[src/rtl/cnn_pkg.sv]
// Shared constants and types for the CNN test pipeline's final classification stage.
package cnn_pkg;
    localparam int SCORE_W     = 32;
    localparam int NUM_CLASSES = 10;
    localparam int IDX_W       = 4;
    localparam int CNT_W       = 16;

    typedef logic signed [SCORE_W-1:0] score_t;
    typedef logic [IDX_W-1:0]          cls_idx_t;

    typedef enum logic [1:0] {
        IDLE = 2'd0,
        SCAN = 2'd1,
        HOLD = 2'd2
    } argmax_state_t;

    localparam score_t   SCORE_MIN = {1'b1, {(SCORE_W-1){1'b0}}};
    localparam cls_idx_t LAST_IDX  = cls_idx_t'(NUM_CLASSES - 1);

    // One guard bit keeps best - second exact; the true result is non-negative and fits SCORE_W bits.
    function automatic logic [SCORE_W-1:0] margin_of(input score_t best, input score_t second);
        logic signed [SCORE_W:0] diff;
        diff = {best[SCORE_W-1], best} - {second[SCORE_W-1], second};
        return diff[SCORE_W-1:0];
    endfunction
endpackage

[src/rtl/top2_update.sv]
// Combinational top-two tracker: folds one candidate score into the running best/second-best pair.
module top2_update
    import cnn_pkg::*;
(
    input  score_t   i_best,
    input  score_t   i_second,
    input  cls_idx_t i_best_idx,
    input  score_t   i_cand,
    input  cls_idx_t i_cand_idx,
    output score_t   o_best,
    output score_t   o_second,
    output cls_idx_t o_best_idx
);

    // Strict signed greater-than so an equal later score never displaces the lower index.
    always_comb begin
        o_best     = i_best;
        o_second   = i_second;
        o_best_idx = i_best_idx;
        if (i_cand > i_best) begin
            o_best     = i_cand;
            o_second   = i_best;
            o_best_idx = i_cand_idx;
        end else if (i_cand > i_second) begin
            o_second = i_cand;
        end else begin
            o_second = i_second;
        end
    end

endmodule

[src/rtl/argmax_classifier.sv]
// Snapshots ten class scores on a rising fc_done, scans them one per cycle and
// presents the winning class, its score and the margin over the runner-up.
module argmax_classifier
    import cnn_pkg::*;
(
    input  logic               clk,
    input  logic               rst_n,
    input  logic               fc_done,
    input  logic [SCORE_W-1:0] prob_0,
    input  logic [SCORE_W-1:0] prob_1,
    input  logic [SCORE_W-1:0] prob_2,
    input  logic [SCORE_W-1:0] prob_3,
    input  logic [SCORE_W-1:0] prob_4,
    input  logic [SCORE_W-1:0] prob_5,
    input  logic [SCORE_W-1:0] prob_6,
    input  logic [SCORE_W-1:0] prob_7,
    input  logic [SCORE_W-1:0] prob_8,
    input  logic [SCORE_W-1:0] prob_9,
    output logic               res_valid,
    input  logic               res_ready,
    output logic [IDX_W-1:0]   res_class,
    output logic [SCORE_W-1:0] res_score,
    output logic [SCORE_W-1:0] res_margin,
    output logic               busy,
    output logic               overrun,
    input  logic               clr_overrun,
    output logic [CNT_W-1:0]   frame_cnt
);

    argmax_state_t r_state;
    argmax_state_t w_next_state;

    logic               r_fc_done_q;
    score_t             r_score [NUM_CLASSES];
    cls_idx_t           r_idx;
    score_t             r_best;
    score_t             r_second;
    cls_idx_t           r_best_idx;

    logic               r_res_valid;
    logic [IDX_W-1:0]   r_res_class;
    logic [SCORE_W-1:0] r_res_score;
    logic [SCORE_W-1:0] r_res_margin;
    logic               r_busy;
    logic               r_overrun;
    logic [CNT_W-1:0]   r_frame_cnt;

    score_t   w_prob [NUM_CLASSES];
    logic     w_start;
    logic     w_accept;
    logic     w_capture;
    logic     w_scan_step;
    logic     w_scan_done;
    logic     w_set_ovr;
    score_t   w_nbest;
    score_t   w_nsecond;
    cls_idx_t w_nbest_idx;

    assign w_prob[0] = score_t'(prob_0);
    assign w_prob[1] = score_t'(prob_1);
    assign w_prob[2] = score_t'(prob_2);
    assign w_prob[3] = score_t'(prob_3);
    assign w_prob[4] = score_t'(prob_4);
    assign w_prob[5] = score_t'(prob_5);
    assign w_prob[6] = score_t'(prob_6);
    assign w_prob[7] = score_t'(prob_7);
    assign w_prob[8] = score_t'(prob_8);
    assign w_prob[9] = score_t'(prob_9);

    assign w_start  = fc_done & ~r_fc_done_q;
    assign w_accept = r_res_valid & res_ready;

    top2_update u_top2 (
        .i_best     (r_best),
        .i_second   (r_second),
        .i_best_idx (r_best_idx),
        .i_cand     (r_score[r_idx]),
        .i_cand_idx (r_idx),
        .o_best     (w_nbest),
        .o_second   (w_nsecond),
        .o_best_idx (w_nbest_idx)
    );

    // State register.
    always_ff @(posedge clk or negedge rst_n) begin
        if (!rst_n) begin
            r_state <= IDLE;
        end else begin
            r_state <= w_next_state;
        end
    end

    // Next-state logic; a handshake coinciding with a new frame goes straight back to SCAN.
    always_comb begin
        w_next_state = r_state;
        case (r_state)
            IDLE: begin
                if (w_start) w_next_state = SCAN;
                else         w_next_state = IDLE;
            end
            SCAN: begin
                if (r_idx == LAST_IDX) w_next_state = HOLD;
                else                   w_next_state = SCAN;
            end
            HOLD: begin
                if (w_accept) w_next_state = w_start ? SCAN : IDLE;
                else          w_next_state = HOLD;
            end
            default: w_next_state = IDLE;
        endcase
    end

    // Per-state control decode driving the datapath and output registers.
    always_comb begin
        w_capture   = 1'b0;
        w_scan_step = 1'b0;
        w_scan_done = 1'b0;
        w_set_ovr   = 1'b0;
        case (r_state)
            IDLE: begin
                w_capture = w_start;
            end
            SCAN: begin
                w_scan_step = 1'b1;
                w_scan_done = (r_idx == LAST_IDX);
                w_set_ovr   = w_start;
            end
            HOLD: begin
                w_capture = w_start & w_accept;
                w_set_ovr = w_start & ~w_accept;
            end
            default: begin
                w_capture = 1'b0;
            end
        endcase
    end

    // Score snapshot and running top-two scan state.
    always_ff @(posedge clk or negedge rst_n) begin
        if (!rst_n) begin
            r_fc_done_q <= 1'b0;
            for (int i = 0; i < NUM_CLASSES; i++) r_score[i] <= '0;
            r_idx      <= '0;
            r_best     <= '0;
            r_second   <= '0;
            r_best_idx <= '0;
        end else begin
            r_fc_done_q <= fc_done;
            if (w_capture) begin
                for (int i = 0; i < NUM_CLASSES; i++) r_score[i] <= w_prob[i];
                r_best     <= w_prob[0];
                r_best_idx <= '0;
                r_second   <= SCORE_MIN;
                r_idx      <= cls_idx_t'(1);
            end else if (w_scan_step) begin
                r_best     <= w_nbest;
                r_second   <= w_nsecond;
                r_best_idx <= w_nbest_idx;
                if (!w_scan_done) r_idx <= r_idx + cls_idx_t'(1);
            end
        end
    end

    // Result, status and frame-count output registers.
    always_ff @(posedge clk or negedge rst_n) begin
        if (!rst_n) begin
            r_res_valid  <= 1'b0;
            r_res_class  <= '0;
            r_res_score  <= '0;
            r_res_margin <= '0;
            r_busy       <= 1'b0;
            r_overrun    <= 1'b0;
            r_frame_cnt  <= '0;
        end else begin
            r_busy <= (w_next_state != IDLE);
            if (w_scan_done) begin
                r_res_valid  <= 1'b1;
                r_res_class  <= w_nbest_idx;
                r_res_score  <= w_nbest;
                r_res_margin <= margin_of(w_nbest, w_nsecond);
            end else if (w_accept) begin
                r_res_valid <= 1'b0;
            end
            if (w_accept) r_frame_cnt <= r_frame_cnt + {{(CNT_W-1){1'b0}}, 1'b1};
            if (w_set_ovr)        r_overrun <= 1'b1;
            else if (clr_overrun) r_overrun <= 1'b0;
        end
    end

    assign res_valid  = r_res_valid;
    assign res_class  = r_res_class;
    assign res_score  = r_res_score;
    assign res_margin = r_res_margin;
    assign busy       = r_busy;
    assign overrun    = r_overrun;
    assign frame_cnt  = r_frame_cnt;

endmodule

[config.mk]
export PLATFORM = sky130hd
export DESIGN_NAME = argmax_classifier
export DESIGN_NICKNAME = d
export VERILOG_FILES = /design/src/rtl/cnn_pkg.sv /design/src/rtl/top2_update.sv /design/src/rtl/argmax_classifier.sv
export SDC_FILE = /design/constraint.sdc
export NUM_CORES = 1
export LEC_CHECK = 0
export BUFFER_PORTS_ARGS = -buffer_cell sky130_fd_sc_hd__buf_2
export CELL_PAD_IN_SITES_DETAIL_PLACEMENT = 1
export CELL_PAD_IN_SITES_GLOBAL_PLACEMENT = 2
export CORE_MARGIN = 4
export CORE_UTILIZATION = 32
export CTS_BUF_LIST = sky130_fd_sc_hd__clkbuf_2
export DETAILED_ROUTE_END_ITERATION = 10
export GPL_ROUTABILITY_DRIVEN = 1
export GPL_TIMING_DRIVEN = 1
export PLACE_DENSITY = 0.89
export SETUP_SLACK_MARGIN = 0.4
export SYNTH_ARGS = -nofsm -noshare
export SYNTH_HDL_FRONTEND = slang
export SYNTH_SLANG_ARGS = --single-unit
[constraint.sdc]
create_clock -name clk -period 8.05 [get_ports clk]
set_clock_uncertainty 0.2 [all_clocks]
set_input_delay 1.2075 -clock clk [delete_from_list [all_inputs] [get_ports clk]]
set_output_delay 1.2075 -clock clk [all_outputs]
set_load 0.1 [all_outputs]
Yosys cells after proc, flatten, opt, wreduce, memory -nomap -nowiden:

Index checks and enable logic that the tools add are counted.

* bits in registers: 482
* latch bits: 0
* memory bits (writable): 0
* ROM bits: 0
* bits of input ports: 325
* output and inout port bits: 87
* memories: 0

* add/subtract/negate cells: 3
* multipliers: 0
* divide/modulo/power cells: 0
* magnitude comparators: 3
* eq/ne operators: 4
* shifts and indexed selects: 0
* mux-type cells: 28
* bitwise operators: 7
* reductions and logical operators: 6

Operators with widths (number)
* two-way mux 32 bit: 9
* binary-select mux 32 bit (select 4 bit): 1
* > comparator 32 bit: 2
* subtractor 32 bit: 1
* two-way mux 4 bit: 6
* adder 16 x 1 -> 16 bit (second input constant): 1
* nonzero test 2 bit: 4
* two-way mux 1 bit: 7
* one-hot mux 2 bit (3 select lines): 1
* greater-or-equal comparator 5 bit (second input constant): 1
* inverter 4 -> 5 bit: 1
* adder 4 x 1 -> 4 bit (second input constant): 1
* bitwise AND 1 bit: 4
* == test 4 bit (second input constant): 1
* two-way mux 2 bit: 2
* one-hot mux 1 bit (2 select lines): 2
* == test 2 x 1 -> 1 bit (second input constant): 1
* == test 2 bit (second input constant): 1
* zero test 2 bit: 1
* != test 2 bit (second input constant): 1
* inverter 1 bit: 2
* AND reduction 2 bit: 1

Depth between registers and ports, before layout:

* depth after elaboration: 9
* gate-level depth with buffers: 38
* mapped depth without buffers: 29

By module:

Synthesis repeated with hierarchy kept, for this count alone.

* cells, all modules: 2768
* area, all modules: 25300.5 um^2

By module, submodules not included
* argmax_classifier: instances 1, cells each 2426, area an instance 22504.1 um^2, seq. area each 12061.6 um^2
* top2_update: instances 1, cells each 342, area an instance 2796.4 um^2, seq. area each 0.0 um^2

Worst setup path after synthesis:

Ideal clock, no wire load.

* path kind: register to register
* start: reg r_idx[0]
* end: reg r_res_margin[28] (netlist: res_margin[28])
* data arrival time: 8.214 ns
* data required time: 7.724 ns
* slack: -0.489 ns
* stages on the path, launching flop included: 35
* buffers on the path: 12
* path through: dfrtp_1 > buf_4 > buf_4 > buf_4 > buf_4 > buf_4 > buf_1 > buf_1 > mux2i_1 > o22ai_1 > ha_1 > nand4_1 > nor4_1 > inv_1 > nor3_2 > a211oi_2 > nor2_1 > clkbuf_1 > buf_2 > buf_1 > clkbuf_1 > clkbuf_1 > a21oi_1 > fa_1 > nand2b_1 > a221oi_1 > a211oi_1 > o2111ai_1 > a2111oi_2 > o21ai_2 > nand2_1 > a311o_1 > a311oi_2 > mux2i_1 > nand2_1

* longest elaborated chain between the ends: 8

RTL lines
* from (decl): RTL line argmax_classifier.sv:35 `cls_idx_t r_idx;`
* from (signal assigned): RTL line argmax_classifier.sv:154 `r_idx <= cls_idx_t'(1);`
* from (signal assigned): RTL line argmax_classifier.sv:159 `if (!w_scan_done) r_idx <= r_idx + cls_idx_t'(1);`
* inverter 4 -> 5 bit (not written as such): RTL line argmax_classifier.sv:77 `.i_cand (r_score[r_idx]),`
* binary-select mux 32 bit (select 4 bit): RTL line argmax_classifier.sv:77
* two-way mux 32 bit (not written as such) (2 in series): RTL line argmax_classifier.sv:77
* > comparator 32 bit: RTL line top2_update.sv:24 `end else if (i_cand > i_second) begin`
* two-way mux 32 bit: RTL line top2_update.sv:24
* two-way mux 32 bit: RTL line top2_update.sv:20 `if (i_cand > i_best) begin`
* subtractor 32 bit: RTL line cnn_pkg.sv:23 `diff = {best[SCORE_W-1], best} - {second[SCORE_W-1], second};`
* to (signal assigned): RTL line argmax_classifier.sv:180 `r_res_margin <= margin_of(w_nbest, w_nsecond);`
* to (decl): RTL line argmax_classifier.sv:43 `logic [SCORE_W-1:0] r_res_margin;`

Parallel ways exist; a longest one is shown, timed or not. The select of a mux whose other input is x is not followed.
A chain may end at the register's enable or synchronous reset.

Worst setup path in the final report:

* start: reg r_idx[0]
* end: reg r_res_margin[31] (netlist: res_margin[31])

Same word-level chain as after synthesis.

==> reports/qor.yml <==
cp_data_arrival_time_ps: 8260
rsz0062_at_grt: "yes"
syn_nets: 3288
post-synth-top-count-cell: "nand2_1"
hold_violations: 0
numCtsBuffers: 135
slowest_delay_ps: 530
fin_crit_ps: 7360
core-area_mm2: 0.0795
worst_slew_pin_slew_ps: 1320
netlist_area_mm2: 0.0258
synth_seq_cells: 482
antenna_found_initial: 17
setup_viol: 0
cap_viol_max_count: 0
gr-total-overflow: 0
dp_hpwl_mm: 70.2
yosysSeqAreaShare_pct: 46.7
max-slew-margin-rel_pct: 11.6
worst_path_most_repeated_cell: "a21oi_2"
clock_latency_ps: 1330
die_area_mm2: 0.0853
synth_top_cell_area_share_pct: 46.7
syn_inst: 2879
portBuffers: 411
synth_cell_type_count: 87
crit_fanout: 8
syn-mean-instance-area_um2: 8.96
grt_pass1_wl_mm: 167
fillCellCount: 9348
drc: 0
layout.nets: 4073
die_w_um: 292
worst_setup_path_end_kind: "flop"
cts_max_level: 4
layout_setup_ws_ps: 694
ctsRootBufferMaster: "clkbuf_2"
gp_congestion: 0.907
synth-edff-count: 0
start_util_pct: 32.5
min_path_type: "input pin to flop"
fp-row-count: 103
cp.required_ps: 8960
cts_max_path_buffers: 3
io_pins: 412
min_path_cells: 3
yosys.area.top_type: "dfrtp_1"
cpMaxStageDelayCell: "dfrtp_4"
fmax_mhz: 136
setup.worst_path.start_class: "flop"
fin_setup_tns_ps: 0
rrSetupSlack_ps: 690
synth_warnings: 0
ys.flop_type: "dfrtp_1"
layoutNonFillerInstCount: 4819
wl_mm: 109
fin_crit_sh_pct: 91.4
startpoint: "r_idx[0]"
fin_util_pct: 42.5
drive_above_1_share_pct: 22.3
whs_endpoint: "r_score[305]"
die_h_um: 292
reg2reg_from: "r_idx[0]"
syn_to_final_growth_pct: 31.1
synthTopCellsByArea: "dfrtp_1 (47%), nand2_1 (16%), mux4_2 (5.6%), mux2i_1 (4.5%), ha_1 (4.0%)"
drt_iter0_markers: 1738
grt_max_degree: 192
dr.pass1.iters: 5
routed_via_density: 5.19
criticalPathCategory: "flop to flop"
dpl.cell_count: 4231
async_reset_ff_share_pct: 100
detail-route-antenna-nets: 0
reg2reg_to: "res_margin[31]"
tritoncts: "built"
grt_usage_pct: 25.3
min_from: "prob_0[17]"
ff2ff_path_depth: 28
place_ws_ps: -17.1
post_drt_wl_per_cell_um: 22.7
vias: 25000
maxSlewViolCount: 0
synth_common_cells: "nand2_1 (1106), dfrtp_1 (482), o21ai_0 (146)"
grt_pass1_vias: 27400
outcome: "finished clean"
clkSinkCount: 482
clkTransAtPathRegs_ps: 100
==> logic make-up (layout without fill, tap and decap cells) <==
| family | count (synthesis) | after routing | synth area share, % |
|---|---|---|---|
| simple gates | 1302 | 1302 | 20.2 |
| compound gates | 483 | 483 | 11.7 |
| flops | 482 | 482 | 46.7 |
| buf+inv | 261 | 1133 | 4.06 |
| mux | 198 | 198 | 10.9 |
| fa+ha+maj | 88 | 88 | 4.26 |
| xor+xnor | 65 | 65 | 2.21 |
| other cells | 0 | 18 | 0 |
==> repair_timing <==
item / CTS / global route
endpoints found under the hold margin: 413 / 0
gates resized for setup: 4 / 18
buffers inserted: 7 / 16
setup endpoints to repair: 12 / 17
hold buffers: 323 / 0
pin swaps: 0 / 9
==> critical path, delay by kind of cell, from the launching register on <==
family	cells	cell delay [ps]
compound gates	15	3500
xor+xnor	1	180
fa+ha+maj	2	640
buf+inv	3	510
flops	1	530
mux	2	650
simple gates	5	940
==> routing by layer <==
metal  part of all wire, %  GRT usage (%)
met1                    43           32.6
met2                    47           40.8
met3                   5.5           5.20
met4                   4.8           11.9
met5                0.0082              0
==> placed cells by master, fill, tap and decap left out, types with 16 or more instances in the layout <==
cell type         n
clkbuf_2        189
diode_2          18
dfrtp_1         478
clkinv_1         21
a211oi_1         37
dlygate4sd3_1   323
nand4_1          19
o21ai_0         143
buf_4            74
o22ai_1          36
inv_1            88
xor2_1           16
buf_2           410
mux2i_1         116
mux4_2           64
mux2_2           18
nand2_1        1105
nor2_1           77
nand3_1          26
ha_1             82
o21ai_1          16
xnor2_1          49
a21oi_1         115
==> worst max-delay path by stage <==
| stage | slack (ps) | endpoint | depth (start not counted) |
|---|---|---|---|
| floorplan | 410 | res_margin[28] | 36 |
| global placement | 200 | res_margin[30] | 28 |
| detailed placement | -20 | res_margin[30] | 28 |
| CTS | 440 | res_margin[27] | 28 |
| global route | 300 | res_margin[31] | 28 |
| finish | 690 | res_margin[31] | 28 |
==> cell type report <==
type / count / area, um2 / share of cell area (%)
antenna: 18 / 45.0 / 0.133
clock buffer: 189 / 946 / 2.80
clock inverter: 35 / 204 / 0.603
inverter: 90 / 338 / 0.999
multi-input combinational: 2136 / 12800 / 37.9
sequential: 482 / 12100 / 35.7
tap: 1050 / 1310 / 3.88
timing repair buffer: 819 / 6080 / 18.0
==> metrics by stage <==
stage,cell area [um2],hold slack (ps)
final,33800,219
after global routing,33800,120
after global placement,29100,253
after CTS,33600,58.1
after floorplan,25900,240
after detailed placement,29100,260
==> registers in the layout, indices dropped and copies added, names as in the netlist <==
signal	cells
r_score	320
r_best	32
r_second	32
res_margin	32
res_score	32
frame_cnt	16
r_best_idx	4
r_idx	4
res_class	4
r_state	2
busy	1
overrun	1
r_fc_done_q	1
res_valid	1
Power is not shown: default switching activity piles up to over one toggle a cycle in this logic, so the estimate is an artifact.
